$ cat src/rtl/fir_sequencer_if.sv
// Sample-in / result-out stream bundle between the stream source/sink and fir_sequencer.
// slave = sequencer side, master = source/sink side.
interface fir_sequencer_if #(
   parameter int W = 4
);
   logic         in_valid;
   logic         in_ready;
   logic [W-1:0] in_bits;
   logic         out_valid;
   logic         out_ready;
   logic [W-1:0] out_bits;

   modport slave (
      input  in_valid, in_bits, out_ready,
      output in_ready, out_valid, out_bits
   );

   modport master (
      output in_valid, in_bits, out_ready,
      input  in_ready, out_valid, out_bits
   );
endinterface

$ cat src/rtl/fir_sequencer.sv
// Front-end controller for a 4-tap Fir: sample issue, result FIFO, double-buffered coefficients, tap flush.
// Optional FIR_SEQ_STATS_EN adds io_stat_samples_o, a wrapping count of accepted samples.
//
// state   | meaning
// S_RUN   | accepting samples; leaves for FLUSH on flush request, else SWAP when a commit is pending
// S_FLUSH | issuing FLUSH_LEN zero samples to the Fir, results discarded
// S_SWAP  | one cycle: active bank <= shadow bank (same-cycle write included)
module fir_sequencer #(
   parameter int W         = 4,
   parameter int OUT_DEPTH = 2,
   parameter int FLUSH_LEN = 3
) (
   input  logic          clock,
   input  logic          reset,
   fir_sequencer_if.slave strm,
   input  logic          io_cfg_wen_i,
   input  logic [1:0]    io_cfg_addr_i,
   input  logic [W-1:0]  io_cfg_data_i,
   input  logic          io_cfg_commit_i,
   input  logic          io_flush_i,
   output logic          io_busy_o,
   output logic [W-1:0]  fir_in_o,
   output logic          fir_valid_o,
   output logic [W-1:0]  fir_consts_0_o,
   output logic [W-1:0]  fir_consts_1_o,
   output logic [W-1:0]  fir_consts_2_o,
   output logic [W-1:0]  fir_consts_3_o,
   input  logic [W-1:0]  fir_out_i
`ifdef FIR_SEQ_STATS_EN
   ,
   output logic [15:0]   io_stat_samples_o
`endif
);

   localparam int PW  = (OUT_DEPTH > 1) ? $clog2(OUT_DEPTH) : 1;
   localparam int CW  = $clog2(OUT_DEPTH + 1);
   localparam int FCW = (FLUSH_LEN > 1) ? $clog2(FLUSH_LEN) : 1;

   typedef enum logic [1:0] {S_RUN, S_FLUSH, S_SWAP} state_t;

   state_t         state_q;
   logic           pending_q;
   logic [FCW-1:0] flush_cnt_q;
   logic [W-1:0]   shadow_q [4];
   logic [W-1:0]   shadow_d [4];
   logic [W-1:0]   active_q [4];
   logic [W-1:0]   mem_q [OUT_DEPTH];
   logic [PW-1:0]  wr_ptr_q;
   logic [PW-1:0]  rd_ptr_q;
   logic [CW-1:0]  count_q;

   logic in_ready;
   logic accept;
   logic pop;

   function automatic logic [PW-1:0] ptr_inc(input logic [PW-1:0] p);
      return (p == PW'(OUT_DEPTH - 1)) ? '0 : p + PW'(1);
   endfunction

   assign in_ready = (state_q == S_RUN) && !pending_q && (count_q < CW'(OUT_DEPTH));
   assign accept   = in_ready && strm.in_valid;
   assign pop      = (count_q != '0) && strm.out_ready;

   assign strm.in_ready  = in_ready;
   assign strm.out_valid = (count_q != '0);
   assign strm.out_bits  = mem_q[rd_ptr_q];

   // Accepted samples go straight to the Fir; flush cycles feed zeros with valid high.
   assign fir_valid_o = accept || (state_q == S_FLUSH);
   assign fir_in_o    = accept ? strm.in_bits : '0;

   assign fir_consts_0_o = active_q[0];
   assign fir_consts_1_o = active_q[1];
   assign fir_consts_2_o = active_q[2];
   assign fir_consts_3_o = active_q[3];

   assign io_busy_o = (state_q != S_RUN) || pending_q || (count_q != '0);

   always_comb begin
      shadow_d = shadow_q;
      if (io_cfg_wen_i) shadow_d[io_cfg_addr_i] = io_cfg_data_i;
   end

   always_ff @(posedge clock) begin
      if (reset) begin
         state_q     <= S_RUN;
         pending_q   <= 1'b0;
         flush_cnt_q <= '0;
         shadow_q    <= '{default: '0};
         active_q    <= '{default: '0};
         mem_q       <= '{default: '0};
         wr_ptr_q    <= '0;
         rd_ptr_q    <= '0;
         count_q     <= '0;
      end else begin
         shadow_q <= shadow_d;

         // A commit arriving during SWAP re-arms pending for another copy.
         if (io_cfg_commit_i)        pending_q <= 1'b1;
         else if (state_q == S_SWAP) pending_q <= 1'b0;

         case (state_q)
            S_RUN: begin
               if (io_flush_i) begin
                  state_q     <= S_FLUSH;
                  flush_cnt_q <= FCW'(FLUSH_LEN - 1);
               end else if (pending_q) begin
                  state_q <= S_SWAP;
               end
            end
            S_FLUSH: begin
               if (flush_cnt_q == '0) state_q <= S_RUN;
               else                   flush_cnt_q <= flush_cnt_q - FCW'(1);
            end
            S_SWAP: begin
               active_q <= shadow_d;
               state_q  <= S_RUN;
            end
            default: state_q <= S_RUN;
         endcase

         if (accept) begin
            mem_q[wr_ptr_q] <= fir_out_i;
            wr_ptr_q        <= ptr_inc(wr_ptr_q);
         end
         if (pop) rd_ptr_q <= ptr_inc(rd_ptr_q);

         case ({accept, pop})
            2'b10:   count_q <= count_q + CW'(1);
            2'b01:   count_q <= count_q - CW'(1);
            default: count_q <= count_q;
         endcase
      end
   end

`ifdef FIR_SEQ_STATS_EN
   logic [15:0] stat_q;

   always_ff @(posedge clock) begin
      if (reset)       stat_q <= '0;
      else if (accept) stat_q <= stat_q + 16'd1;
   end

   assign io_stat_samples_o = stat_q;
`endif

endmodule
$ cat src/flat_wrapper.sv
// flat-port wrapper written by rule: the top's interface ports become plain ports
module fir_sequencer_flat 
#(
   parameter int W         = 4,
   parameter int OUT_DEPTH = 2,
   parameter int FLUSH_LEN = 3
)
  (clock, reset, io_cfg_wen_i, io_cfg_addr_i, io_cfg_data_i, io_cfg_commit_i, io_flush_i, io_busy_o, fir_in_o, fir_valid_o, fir_consts_0_o, fir_consts_1_o, fir_consts_2_o, fir_consts_3_o, fir_out_i, strm_in_valid, strm_in_bits, strm_out_ready, strm_in_ready, strm_out_valid, strm_out_bits);
  fir_sequencer_if #(.W(W)) strm_i ();
  input  logic clock;
  input  logic reset;
  input  logic io_cfg_wen_i;
  input  logic [1:0] io_cfg_addr_i;
  input  logic [W-1:0] io_cfg_data_i;
  input  logic io_cfg_commit_i;
  input  logic io_flush_i;
  output logic io_busy_o;
  output logic [W-1:0] fir_in_o;
  output logic fir_valid_o;
  output logic [W-1:0] fir_consts_0_o;
  output logic [W-1:0] fir_consts_1_o;
  output logic [W-1:0] fir_consts_2_o;
  output logic [W-1:0] fir_consts_3_o;
  input  logic [W-1:0] fir_out_i;
  input wire logic [$bits(strm_i.in_valid)-1:0] strm_in_valid;
  input wire logic [$bits(strm_i.in_bits)-1:0] strm_in_bits;
  input wire logic [$bits(strm_i.out_ready)-1:0] strm_out_ready;
  output wire logic [$bits(strm_i.in_ready)-1:0] strm_in_ready;
  output wire logic [$bits(strm_i.out_valid)-1:0] strm_out_valid;
  output wire logic [$bits(strm_i.out_bits)-1:0] strm_out_bits;
  assign strm_i.in_valid = strm_in_valid;
  assign strm_i.in_bits = strm_in_bits;
  assign strm_i.out_ready = strm_out_ready;
  assign strm_in_ready = strm_i.in_ready;
  assign strm_out_valid = strm_i.out_valid;
  assign strm_out_bits = strm_i.out_bits;
  fir_sequencer #(.W(W), .OUT_DEPTH(OUT_DEPTH), .FLUSH_LEN(FLUSH_LEN)) u_core (.clock(clock), .reset(reset), .strm(strm_i), .io_cfg_wen_i(io_cfg_wen_i), .io_cfg_addr_i(io_cfg_addr_i), .io_cfg_data_i(io_cfg_data_i), .io_cfg_commit_i(io_cfg_commit_i), .io_flush_i(io_flush_i), .io_busy_o(io_busy_o), .fir_in_o(fir_in_o), .fir_valid_o(fir_valid_o), .fir_consts_0_o(fir_consts_0_o), .fir_consts_1_o(fir_consts_1_o), .fir_consts_2_o(fir_consts_2_o), .fir_consts_3_o(fir_consts_3_o), .fir_out_i(fir_out_i));
endmodule
$ cat config.mk
export PLATFORM = sky130hd
export DESIGN_NAME = fir_sequencer_flat
export DESIGN_NICKNAME = d
export VERILOG_FILES = /design/src/rtl/fir_sequencer_if.sv /design/src/rtl/fir_sequencer.sv /design/src/flat_wrapper.sv
export SDC_FILE = /design/constraint.sdc
export NUM_CORES = 1
export LEC_CHECK = 0
export ABC_AREA = 0
export CORE_MARGIN = 2
export CORE_UTILIZATION = 30
export DETAILED_ROUTE_END_ITERATION = 10
export DONT_BUFFER_PORTS = 1
export SLEW_MARGIN = 15
export SYNTH_ARGS = -nofsm -noshare
export SYNTH_HDL_FRONTEND = slang
export SYNTH_SLANG_ARGS = --single-unit
$ cat constraint.sdc
create_clock -name clock -period 2 [get_ports clock]
set_input_delay 0.2 -clock clock [delete_from_list [all_inputs] [get_ports clock]]
set_output_delay 0.2 -clock clock [all_outputs]
set_load 0.05 [all_outputs]
; ---- Yosys cells after proc, flatten, opt, wreduce, memory -nomap -nowiden
; Index checks and enable logic that the tools add are counted.
; Widths: inputs -> output; s select.
[word_totals]
wordCells = 80
input_bits = 21
reg_bits = 49
output_inout_bits = 28
[op_classes]
n_reduce_logical = 19
order_cmp = 6
addsub = 5
bitwise_logic = 3
mux = 23
eq_ne = 8
[op_table]
columns = operator, count
row1 = $mux 4, 6
row2 = $bwmux 16, 1
row3 = $mux 16, 1
row4 = $pmux 2 s2, 3
row5 = $mux 2, 5
row6 = $reduce_bool 2->1, 5
row7 = $bwmux 8, 1
row8 = $demux 4 s2, 1
row9 = $logic_and 1x1->1, 6
row10 = $ne 2x2->1 const B, 3
row11 = $demux 4 s1, 1
row12 = $eq 2x1->1 const B, 2
row13 = $eq 2x2->1 const B, 2
row14 = $ge 2x2->1 const B, 2
row15 = $logic_not 2->1, 2
row16 = $mux 1, 4
row17 = $not 1->2, 2
row18 = $sub 2x1->2 const B, 2
row19 = $ge 3x3->1 const B, 1
row20 = $logic_or 1x1->1, 3
row21 = $lt 3x1->1 const B, 1
row22 = $ne 3x2->1 const B, 1
row23 = $not 2->3, 1
row24 = $reduce_and 3->1, 1
row25 = other kinds (6), 7

; ---- Depth between registers and ports, before layout
[depth]
ltp_word = 7
depth_mapped = 7
mapped_depth_nobuf = 7

; ---- Least setup slack after synthesis
; OpenSTA, ideal clock, no wires.
[synth_path]
path_type = reg2reg
startpoint = reg u_core.state_q[1]
endpoint = reg u_core.count_q[1]
stages_incl_launch_ff = 7
arrival_ps = 2199
n_path_buf = 0
slack_ps = -270
path_cell_list = dfxtp_1 or4_4 inv_1 nand2_1 ha_1 or3_1 a21oi_1
[synth_between]
elab_chain_len = 6
[synth_rtl]
columns = element, line_no
row1 = "start, declared", fir_sequencer.sv:41  ; state_t state_q;
row2 = "start signal, assigned", fir_sequencer.sv:86  ; state_q <= S_RUN;
row3 = "start signal, assigned", fir_sequencer.sv:105  ; state_q <= S_FLUSH;
row4 = "start signal, assigned", fir_sequencer.sv:108  ; state_q <= S_SWAP;
row5 = $logic_not 2->1 (*), fir_sequencer.sv:60  ; assign in_ready = (state_q == S_RUN) && !pending_q && (count_q < CW'(OUT_DEPTH));
row6 = $logic_and 1x1->1 (*) (2 in series), fir_sequencer.sv:60
row7 = via strm_in_ready, flat_wrapper.sv:28  ; output wire logic [$bits(strm_i.in_ready)-1:0] strm_in_ready;
row8 = $logic_and 1x1->1 (*), fir_sequencer.sv:61  ; assign accept = in_ready && strm.in_valid;
row9 = $eq 2x1->1 or $eq 2x2->1 (tied branches), fir_sequencer.sv:128  ; case ({accept, pop})
row10 = $pmux 2 s2 or $reduce_bool 2->1 (tied branches), n/a
row11 = "end signal, assigned", fir_sequencer.sv:129  ; 2'b10: count_q <= count_q + CW'(1);
row12 = "end signal, assigned", fir_sequencer.sv:130  ; 2'b01: count_q <= count_q - CW'(1);
row13 = "end signal, assigned", fir_sequencer.sv:131  ; default: count_q <= count_q;
row14 = "end, declared", fir_sequencer.sv:50  ; logic [CW-1:0] count_q;
; Mark *: on every way through the listed nets, which the timed path passes. The rest lies on a longest branch.
; A chain may end at the register's enable or synchronous reset.

; ---- Worst setup path in the final report
[layout_path]
startpoint = reg u_core.pending_q
endpoint = out fir_in_o[3]
[layout_between]
elab_chain_len = 5
[layout_rtl]
columns = element, line_no
row1 = "start, declared", fir_sequencer.sv:42  ; logic pending_q;
row2 = "start signal, assigned", fir_sequencer.sv:87  ; pending_q <= 1'b0;
row3 = "start signal, assigned", fir_sequencer.sv:99  ; if (io_cfg_commit_i) pending_q <= 1'b1;
row4 = "start signal, assigned", fir_sequencer.sv:100  ; else if (state_q == S_SWAP) pending_q <= 1'b0;
row5 = $logic_not 1->1, fir_sequencer.sv:60
row6 = $logic_and 1x1->1 (2 in series), fir_sequencer.sv:60
row7 = $logic_and 1x1->1, fir_sequencer.sv:61
row8 = $mux 4, fir_sequencer.sv:70  ; assign fir_in_o = accept ? strm.in_bits : '0;
row9 = "end, declared", flat_wrapper.sv:18  ; output logic [W-1:0] fir_in_o;
; No other way between the ends.

==> metrics.txt <==
VDD IR max=about 0.44 mV; Post-synth EDFFs=0; CP max FO=7; Synth area leaders=dfxtp_1 (51%), mux2i_1 (12%), nor2_1 (7.2%); Min Hold Slack=0.0228 ns; hold_sp=io_cfg_commit_i; die height=around 84 um; post-synth top area share=50.7%; ys async rst share=0%; nets=231; worst slew pin tran=about 0.53 ns; Ys Warns=0; register-to-register setup slack=roughly 0.13 ns; fill cell count=around 640; CTS tree=yes; Initial DRC Count=40; reg2reg end=u_core.count_q[1]; worst r2r src=u_core.pending_q; post-synth cell types=30; status=completed; initial core utilization=a little under a third; leakage power=about 0.95 nW; Worst slew margin=64.7%; Tcrit/Tclk final=98.7%; ys flop type=dfxtp_1; clock insertion delay at the later pin of the skew report=0.30 ns; CP max-delay cell=or4_4; routed vias=about 1400; total power=2.56 mW; Setup crit end=fir_in_o[3]; final setup fails=0; Final min period=approximately 2 ns; row cnt=29; full die area=roughly 7000 um^2; Worst path depth=5; Crit. End Element=output pin; total congestion overflow=0; crit path kind=reg2out; WL/cell=13.3 um; Max stage delay on crit path=between 0.5 and 0.6 ns; PD cells=around 1100 nW/um^2; Yosys reg bits=49; Hold Fails Final Rpt=0; Post-Syn Area=just under 2000 um^2; largest net degree at the start of global routing=just over 40; Synth Area in XOR/XNOR=roughly 1.4%; syn nets=220; WP data required=~1.8 ns; post-DP HPWL=approximately 2700 um; main combinational cell family by area after synthesis=simple AND/OR/NAND/NOR gates; clock sinks=49; Post-DRT Antenna Nets=0; WL final=around 3800 um; gp weighted congestion=around 0.73; final core occ=between 30% and 40%; Synth Area in Adders=under 10%; CP most frequent cell=buf_12; # port buffers=0; Max-cap violations=0; width of the chip=84.3 um; vias in the first global route=around 1400; initial antenna violation count=0; Crit path max-delay family=simple AND/OR/NAND/NOR gates; # diodes=0; sequential share of the synthesized area=between 50% and 60%; area leader, netlist=dfxtp_1; worst clock skew=around 0.0074 ns; total iterations of the first detailed-routing run=3; worst setup path startpoint=u_core.pending_q; clk slew on worst S/H paths=approximately 0.090 ns; post-route insts no fill=roughly 290; commonest non-fill, non-tap cell in the layout=dfxtp_1; H-tree level count=2; Residual DRC=0; Worst Path Arrival=about 1.8 ns; post-synthesis compound-gate area fraction=10.1%; Bufs and invs on worst path=3; Core Box Area=~6300 um^2; placed cells=approximately 280; critical path cell sequence=or4_4 > clkinvlp_4 > buf_12 > and3_4 > buf_12; Cells after Synth=197; simple-gate share of the synthesized area=approximately 18%; Tot GR Track Use=about an eighth; vias per cell=around 4.8; Slew Viols, Final=0; first-pass GRT wire length=about 6800 um; CTS max path bufs=2; layout overhead on the synthesized area=22.1%; highest clock rate=0.507 GHz; most frequent cells in the layout=dfxtp_1 (47), nor2_1 (37), mux2i_1 (24), a211oi_1 (16), nand2b_1 (13); num ports=49; RSZ-0062 raised after global routing=true; post-synthesis mux area share=around 15%; hold crit path type=in2reg; syn avg cell area=9.83 um^2; r2r worst-path depth=7; share of cells above drive strength 1=a little under a fifth; Root Driver=clkbuf_8; CP startpoint kind=register; TritonCTS buffer count=5
==> stage by stage <==
stage | setup TNS, ns | area, um^2 | worst slack (ns)
finish | 0 | 2360 | 0.0262
global route | -0.120 | 2360 | -0.0334
CTS | 0 | 2350 | 0.00100
detailed placement | 0 | 2160 | 0.200
global placement | 0 | 2160 | 0.228
floorplan | 0 | 1950 | 0.00636
==> registers in the layout, summed over array words and instances, names as in the netlist <==
register,count
u_core.state_q,2
u_core.mem_q,8
u_core.shadow_q,16
u_core.flush_cnt_q,2
u_core.fir_consts_0_o,4
u_core.fir_consts_2_o,4
u_core.wr_ptr_q,1
u_core.rd_ptr_q,1
u_core.count_q,2
u_core.pending_q,1
u_core.fir_consts_3_o,4
u_core.fir_consts_1_o,4
==> cell type report <==
type	count	area, um^2	area share (%)
clock inverter	3	68.8	2.91
timing repair buffer	15	200	8.47
tap	77	96.3	4.08
inverter	6	26.3	1.11
clock buffer	5	68.8	2.91
sequential	49	983	41.6
multi-input combinational	131	920	38.9
==> cells by family after synthesis <==
family / Yosys count
AND/OR/NAND/NOR: 69
flip-flops: 49
AO/OA/AOI/OAI: 29
multiplexers: 28
buffers and inverters: 17
XOR/XNOR: 3
adder cells (fa/ha/maj): 2
==> how the worst min path moves through the flow <==
stage	to	depth (start not counted)
floorplan	u_core.pending_q	2
global route	u_core.pending_q	2
finish	u_core.pending_q	2
global placement	u_core.wr_ptr_q	1
CTS	u_core.pending_q	2
detailed placement	u_core.count_q[1]	1
==> per-layer routing <==
metal | GRT usage, % | vias up | wire [um]
met2 | 19.6 | 36 | 1760
met4 | 4.40 | 0 | 58
met3 | 4.82 | 6 | 298
met5 | 0 | - | 0
li1 | - | 696 | -
met1 | 13.6 | 628 | 1690
==> synthesized netlist by cell type (2+ instances only) <==
cell type / count
nand3b_1: 2
mux2i_1: 24
a211oi_1: 16
inv_1: 6
ha_1: 2
nand2b_1: 13
a21oi_1: 5
dfxtp_1: 49
nor2_1: 37
o21ai_0: 5
clkbuf_1: 9
mux2_2: 4
xnor2_1: 2
and3_1: 6
or3_1: 2
==> where the power goes <==
group / internal (mW) / leakage, nW / switching [mW]
clock network: 0.503 / 0.0687 / 0.340
logic: 0.239 / 0.481 / 0.344
registers: 1.04 / 0.399 / 0.0878
==> what timing repair did <==
action | 4_1_cts | 5_1_grt
endpoints found under the hold margin | 40 | 0
hold buffers | 1 | 0
pin swaps | 0 | 3
gates resized for setup | 8 | 1
setup endpoints to repair | 4 | 4
buffers inserted | 0 | 1
No activity file was read; power rests on OpenSTA's default activity.
